### config.mk
export PLATFORM = sky130hd
export DESIGN_NAME = router_output_arb_flat
export DESIGN_NICKNAME = d
export VERILOG_FILES = /design/src/rtl/router_pkg.sv /design/src/rtl/router_output_arb_if.sv /design/src/rtl/router_rr_pick.sv /design/src/rtl/router_output_arb.sv /design/src/flat_wrapper.sv
export SDC_FILE = /design/constraint.sdc
export NUM_CORES = 1
export LEC_CHECK = 0
export ABC_AREA = 1
export CAP_MARGIN = 15
export CORE_MARGIN = 2
export CORE_UTILIZATION = 41
export CTS_CLUSTER_DIAMETER = 60
export CTS_CLUSTER_SIZE = 28
export DETAILED_ROUTE_END_ITERATION = 8
export PLACE_DENSITY = 0.77
export SLEW_MARGIN = 20
export SYNTH_ARGS = -nofsm -noshare
export SYNTH_HDL_FRONTEND = slang
export SYNTH_SLANG_ARGS = --single-unit
### constraint.sdc
create_clock -name clk -period 3.4 [get_ports clk]
set_clock_uncertainty 0.2 [all_clocks]
set_input_delay 0.51 -clock clk [delete_from_list [all_inputs] [get_ports clk]]
set_output_delay 0.51 -clock clk [all_outputs]
set_load 0.01 [all_outputs]
### src/rtl/router_pkg.sv
// Shared router constants: packet field positions and requester indices.
// Latency: n/a (declarations only).
// Backpressure: n/a.
package router_pkg;

    // Default packet width and field positions for that width
    localparam int DATA_W  = 64;
    localparam int VC_BIT  = DATA_W - 1;
    localparam int DIR_BIT = DATA_W - 2;
    localparam int HOP_MSB = DATA_W - 9;
    localparam int HOP_LSB = DATA_W - 16;

    // Requester ordering on every output arbiter
    localparam int PE_IDX  = 0;
    localparam int CW_IDX  = 1;
    localparam int CCW_IDX = 2;

    typedef enum logic [1:0] {
        REQ_PE  = 2'd0,
        REQ_CW  = 2'd1,
        REQ_CCW = 2'd2
    } req_idx_e;

    // Saturating decrement of an 8-bit hop count: zero never wraps
    function automatic logic [7:0] sat_dec8(input logic [7:0] v);
        return (v == 8'd0) ? 8'd0 : v - 8'd1;
    endfunction

endpackage

### src/rtl/router_output_arb_if.sv
// Request/grant and outbound channel bundle for one router output port.
// Latency: n/a (wires only).
// Backpressure: ch2out_rdy travels against the packet flow.
interface router_output_arb_if #(
    parameter int NUM_REQ = 3,
    parameter int DATA_W  = 64
);
    logic [NUM_REQ-1:0]        in2arb_req;
    logic [NUM_REQ-1:0]        arb2in_gnt;
    logic [NUM_REQ*DATA_W-1:0] in2arb_din;
    logic                      out2ch_vld;
    logic                      ch2out_rdy;
    logic [DATA_W-1:0]         out2ch_dout;

    // Arbiter side
    modport slave (
        input  in2arb_req,
        input  in2arb_din,
        input  ch2out_rdy,
        output arb2in_gnt,
        output out2ch_vld,
        output out2ch_dout
    );

    // Requesters plus downstream channel side
    modport master (
        output in2arb_req,
        output in2arb_din,
        output ch2out_rdy,
        input  arb2in_gnt,
        input  out2ch_vld,
        input  out2ch_dout
    );
endinterface

### src/rtl/router_rr_pick.sv
// Masked round-robin one-hot pick: first request at or after ptr, wrapping.
// Latency: combinational.
// Backpressure: none; caller gates the pick.
module router_rr_pick #(
    parameter int NUM_REQ = 3,
    parameter int PTR_W   = 2
) (
    input  logic [NUM_REQ-1:0] req,
    input  logic [PTR_W-1:0]   ptr,
    output logic [NUM_REQ-1:0] pick
);

    logic [NUM_REQ-1:0] masked;
    logic               found;

    // Prefer the lowest request at or above ptr; fall back to the lowest overall
    always_comb begin
        masked = '0;
        pick   = '0;
        found  = 1'b0;
        for (int i = 0; i < NUM_REQ; i++) begin
            masked[i] = req[i] && (PTR_W'(i) >= ptr);
        end
        for (int i = 0; i < NUM_REQ; i++) begin
            if (masked[i] && !found) begin
                pick[i] = 1'b1;
                found   = 1'b1;
            end
        end
        for (int i = 0; i < NUM_REQ; i++) begin
            if (req[i] && !found) begin
                pick[i] = 1'b1;
                found   = 1'b1;
            end
        end
    end

endmodule

### src/rtl/router_output_arb.sv
// Round-robin arbiter + two-entry per-VC buffer for one ring output port.
// Latency: grant same cycle, capture next edge, offered when polarity == VC index.
// Backpressure: ch2out_rdy=0 holds the entry; same-VC grants stall until it drains.
// Optional: ROUTER_OUT_ARB_HOP_DEC_EN decrements the hop count and flips VC at capture.
module router_output_arb #(
    parameter int DATA_W  = router_pkg::DATA_W,
    parameter int NUM_REQ = 3,
    parameter int PTR_W   = 2
) (
    input logic               clk,
    input logic               rst,
    input logic               polarity,
    router_output_arb_if.slave bus
);
    import router_pkg::*;

`ifdef ROUTER_OUT_ARB_HOP_DEC_EN
    localparam int VC_POS = DATA_W - 1;
    localparam int HOP_HI = DATA_W - 9;
    localparam int HOP_LO = DATA_W - 16;
`endif

    logic [DATA_W-1:0]  buf_dat [2];
    logic [1:0]         buf_empty;
    logic [PTR_W-1:0]   rr_ptr;

    logic               fill_idx;
    logic               drain_idx;
    logic [NUM_REQ-1:0] pick;
    logic [NUM_REQ-1:0] gnt;
    logic               gnt_any;
    logic [PTR_W-1:0]   win_idx;
    logic [PTR_W-1:0]   ptr_nxt;
    logic [DATA_W-1:0]  win_dat;
    logic [DATA_W-1:0]  cap_dat;
    logic               drain;

    // Upstream drains VC ~p while p is offered downstream, so the two never collide
    assign fill_idx  = ~polarity;
    assign drain_idx = polarity;

    router_rr_pick #(
        .NUM_REQ (NUM_REQ),
        .PTR_W   (PTR_W)
    ) u_pick (
        .req  (bus.in2arb_req),
        .ptr  (rr_ptr),
        .pick (pick)
    );

    // Grant only into an empty fill entry; nothing is granted while in reset
    always_comb begin
        gnt_any = rst && buf_empty[fill_idx] && (|bus.in2arb_req);
        gnt     = gnt_any ? pick : '0;
    end

    assign bus.arb2in_gnt = gnt;

    // Encode the winner, select its packet and compute the pointer after it
    always_comb begin
        win_idx = '0;
        win_dat = '0;
        for (int i = 0; i < NUM_REQ; i++) begin
            if (pick[i]) begin
                win_idx = PTR_W'(i);
                win_dat = bus.in2arb_din[i*DATA_W +: DATA_W];
            end
        end
        ptr_nxt = (win_idx == PTR_W'(NUM_REQ - 1)) ? '0 : win_idx + PTR_W'(1);
    end

    // Packet as it is stored; the hop variant rewrites it for the next hop
    always_comb begin
        cap_dat = win_dat;
`ifdef ROUTER_OUT_ARB_HOP_DEC_EN
        cap_dat[HOP_HI:HOP_LO] = sat_dec8(win_dat[HOP_HI:HOP_LO]);
        cap_dat[VC_POS]        = ~win_dat[VC_POS];
`endif
    end

    assign drain           = ~buf_empty[drain_idx] && bus.ch2out_rdy;
    assign bus.out2ch_vld  = ~buf_empty[drain_idx];
    assign bus.out2ch_dout = buf_empty[drain_idx] ? '0 : buf_dat[drain_idx];

    // Buffer, occupancy and pointer state; fill and drain hit opposite entries
    always_ff @(posedge clk) begin
        if (!rst) begin
            buf_dat[0] <= '0;
            buf_dat[1] <= '0;
            buf_empty  <= 2'b11;
            rr_ptr     <= '0;
        end else begin
            if (gnt_any) begin
                buf_dat[fill_idx]   <= cap_dat;
                buf_empty[fill_idx] <= 1'b0;
                rr_ptr              <= ptr_nxt;
            end
            if (drain) begin
                buf_empty[drain_idx] <= 1'b1;
            end
        end
    end

endmodule
### src/flat_wrapper.sv
// flat-port wrapper written by rule: the top's interface ports become plain ports
module router_output_arb_flat import router_pkg::*;
#(
    parameter int DATA_W  = router_pkg::DATA_W,
    parameter int NUM_REQ = 3,
    parameter int PTR_W   = 2
)
  (clk, rst, polarity, bus_in2arb_req, bus_in2arb_din, bus_ch2out_rdy, bus_arb2in_gnt, bus_out2ch_vld, bus_out2ch_dout);
  router_output_arb_if #(.NUM_REQ(NUM_REQ), .DATA_W(DATA_W)) bus_i ();
  input logic clk;
  input logic rst;
  input logic polarity;
  input wire logic [$bits(bus_i.in2arb_req)-1:0] bus_in2arb_req;
  input wire logic [$bits(bus_i.in2arb_din)-1:0] bus_in2arb_din;
  input wire logic [$bits(bus_i.ch2out_rdy)-1:0] bus_ch2out_rdy;
  output wire logic [$bits(bus_i.arb2in_gnt)-1:0] bus_arb2in_gnt;
  output wire logic [$bits(bus_i.out2ch_vld)-1:0] bus_out2ch_vld;
  output wire logic [$bits(bus_i.out2ch_dout)-1:0] bus_out2ch_dout;
  assign bus_i.in2arb_req = bus_in2arb_req;
  assign bus_i.in2arb_din = bus_in2arb_din;
  assign bus_i.ch2out_rdy = bus_ch2out_rdy;
  assign bus_arb2in_gnt = bus_i.arb2in_gnt;
  assign bus_out2ch_vld = bus_i.out2ch_vld;
  assign bus_out2ch_dout = bus_i.out2ch_dout;
  router_output_arb #(.DATA_W(DATA_W), .NUM_REQ(NUM_REQ), .PTR_W(PTR_W)) u_core (.clk(clk), .rst(rst), .polarity(polarity), .bus(bus_i));
endmodule
==> impl_results.rst <==
.. list-table::
   :header-rows: 1

   * - Metric
     - Value
   * - Post-detailed-route wirelength per cell
     - roughly 15 um
   * - Post-DRT Antenna Nets
     - 0
   * - Area taken by flip-flops and latches
     - between 0.003 and 0.004 mm2
   * - Number of buffers created by CTS
     - 17
   * - Synthesized area
     - 0.00756 mm2
   * - Number of flops mapped to enable cells by yosys
     - about 130
   * - Final number of setup-violating endpoints
     - 0
   * - CORE AREA
     - between 0.015 and 0.02 mm2
   * - Number of global-route vias before repair
     - just over 7,000
   * - Post-route design area
     - 0.0111 mm2
   * - CP endpoint kind
     - output pin
   * - Path category of the worst min-delay check
     - reg -> reg
   * - Maximum number of pins on one net before global-route repair
     - 65
   * - Critical path data required time
     - roughly 2700 ps
   * - Fraction of the yosys area taken by sequential cells
     - between 50% and 60%
   * - DRC violation count after routing
     - 0
   * - Remaining global-route overflow
     - 0
   * - Synthesized area divided by synthesized cell count
     - 7.38 um2
   * - Leading cell type by number of instances after synthesis
     - sky130_fd_sc_hd__nand2_1
   * - Final worst-path cycle share
     - 90.6%
   * - Site Rows
     - about 50
   * - Critical Path Start Type
     - input pin
   * - GR Layer Usage met2
     - between 40 and 50%
   * - Cell taking the most area after synthesis
     - sky130_fd_sc_hd__edfxtp_1
   * - Number of buffers added to fix hold violations after cts
     - 0
   * - Global-route wire length before repair
     - around 35 mm
   * - Starting Density
     - between 40% and 50%
   * - Worst IR Drop VDD
     - 0.000365 V
   * - Number of instances in the synthesized netlist
     - between 1,000 and 1,500
   * - Share of Yosys cell area claimed by the top area cell type
     - 50.8%
   * - RSZ-0062 raised after global routing
     - no
   * - Result of the run
     - finished clean
   * - Highest Clock Rate
     - between 0.3 and 0.4 GHz
   * - Clock transition at the registers of the reported paths
     - approximately 50 ps
   * - Number of register bits inferred by synthesis
     - ~130
   * - Syn-to-layout area delta
     - 46.6%
   * - Arrival time of the worst setup path
     - between 2000 and 2500 ps
   * - Area of combinational cells with multiple inputs
     - ~0.0028 mm2
   * - Clock tree buffer depth
     - 2
   * - Hold Violations, Final
     - 0
   * - Number of antenna cells inserted
     - 0
   * - Via-to-Cell Ratio
     - ~4.9
   * - Async set-or-reset flop fraction in the synthesized netlist
     - 0%
   * - Detailed Route WL
     - roughly 22 mm
   * - Die Outline Area
     - roughly 0.020 mm2
   * - Cell Pwr Density
     - roughly 420 mW/mm2
   * - Count of buffers from port buffering
     - about 270
   * - Layout cell share with drive strength beyond 1
     - around 5%
   * - Max-capacitance violation count
     - 0
   * - Yosys warning total
     - 0
   * - CTS H-Tree Depth
     - 4
   * - Minimum clock period after layout
     - between 3000 and 4000 ps
   * - Max transition margin
     - between 50% and 60%
   * - Number of DRC markers in iteration 0
     - 412
   * - Cells taking the most area after synthesis
     - sky130_fd_sc_hd__edfxtp_1 (51%), sky130_fd_sc_hd__nand2_1 (21%), sky130_fd_sc_hd__inv_1 (8.7%)
   * - DRT Pass-1 Iters
     - 5
   * - Cell Area, Placed
     - roughly 0.011 mm2
   * - I/O pin cnt
     - between 200 and 300
   * - Filler cell count
     - between 1,500 and 2,000
   * - Leak
     - approximately 0.0056 uW
   * - Clock sinks
     - 132
   * - Vias after detailed routing
     - around 7,300
   * - Leading post-synthesis cells by instance count
     - sky130_fd_sc_hd__nand2_1 (429), sky130_fd_sc_hd__inv_1 (175), sky130_fd_sc_hd__edfxtp_1 (128), sky130_fd_sc_hd__nand3_1 (104), sky130_fd_sc_hd__a21oi_1 (82)
   * - Largest fanout on the critical path
     - 7
   * - Layout net count
     - about 1,500
   * - Clock tree from TritonCTS
     - done
   * - Routing usage on met1
     - about a quarter
   * - Number of unique standard cell types used by synthesis
     - 17
   * - Busiest grt layer
     - met2
   * - Routability Congestion
     - between 0.7 and 0.8
   * - # resized after CTS
     - 0
   * - Most used DFF post-synth
     - sky130_fd_sc_hd__edfxtp_1
   * - Total negative setup slack
     - 0 ps
   * - Die Width
     - roughly 140 um
   * - Antenna violations before repair
     - 0
   * - Vertical die dimension
     - 140 um
   * - HPWL after detailed placement
     - between 10 and 15 mm
   * - Net count of the mapped netlist
     - between 1,000 and 1,500
   * - Overall track demand over capacity in global routing
     - roughly 23%
   * - Number of setup buffers added after CTS
     - 0
   * - Transition at the pin with the smallest max-transition slack
     - 743 ps
   * - Clock network latency to the later pin of the worst-skew pair
     - about 420 ps
   * - Crit path kind
     - in -> out
   * - Met3 capacity usage during global routing
     - under 10%
   * - Max-slew violation total from the final report
     - 0
   * - Root Buffer
     - sky130_fd_sc_hd__clkbuf_16
-- placed cells by master, fill, tap and decap left out, drive strengths merged --
cell type,instances
clkbuf,21
bufinv,3
o21ai,3
or2,1
buf,24
nand2,429
clkinv,7
a21oi,82
inv,179
nand4,3
nand3,104
dfxtp,4
edfxtp,128
clkinvlp,1
nor2,31
clkdlybuf4s50,264
-- critical path: stages --
cell and delay [ps]:
sky130_fd_sc_hd__clkdlybuf4s50_1 540, sky130_fd_sc_hd__inv_1 90, sky130_fd_sc_hd__nand2_1 80, sky130_fd_sc_hd__nand4_2 260, sky130_fd_sc_hd__inv_1 160, sky130_fd_sc_hd__nand2_1 80, sky130_fd_sc_hd__inv_1 100, sky130_fd_sc_hd__clkdlybuf4s50_1 540
-- through the flow --
step | util (%) | hold slack [ps] | setup slack [ps] | power [uW] | std cells
2_1_floorplan | - | 255 | 115 | 2470 | 1024
3_3_place_gp | 58.3 | 282 | 413 | 2920 | 1481
3_5_place_dp | 58.3 | 283 | 338 | 2940 | 1481
4_1_cts | 61.5 | 291 | 327 | 4730 | 1513
5_1_grt | 61.5 | 338 | 189 | 4910 | 1513
6_report | 61.5 | 298 | 319 | 4700 | 1513
-- metal layers --
metal,vias up,wire (um)
li1,3682,-
met1,3400,8840
met2,237,11300
met3,22,1500
met4,0,337
met5,-,0
-- worst paths after layout --
check | startpoint | end | slack (ps) | cells after the start
worst min register to register | u_core.rr_ptr[0] | u_core.rr_ptr[0] | 300 | 2
worst max-delay path | bus_in2arb_req[0] | bus_arb2in_gnt[0] | 320 | 8
worst max register to register | u_core.rr_ptr[0] | u_core.buf_dat[0][12] | 1130 | 11
worst min-delay path | u_core.rr_ptr[0] | u_core.rr_ptr[0] | 300 | 2
-- logic make-up after synthesis --
| group | after synthesis | synth area share (%) |
|---|---|---|
| simple gates | 568 | 30.2 |
| buf+inv | 239 | 12.3 |
| flops | 132 | 51.9 |
| compound gates | 85 | 5.63 |
-- registers in the layout, indices dropped and copies added, names as in the netlist --
name,flops
u_core.rr_ptr,2
u_core.buf_dat,128
u_core.buf_empty,2
-- where the power goes --
part / switching (uW) / internal (uW)
Sequential: 34.5 / 1940
Combinational: 512 / 419
Clock: 652 / 1140
-- final cells by class --
cell class              instances  area share (%)
flip-flops and latches        132            35.4
repair buffers                288            26.0
clock inverters                11            1.22
inverters                     179            6.06
multi-input cells             653            24.8
well taps                     229            2.58
clock buffers                  21            3.97
Power figures use the tool's default switching activity.
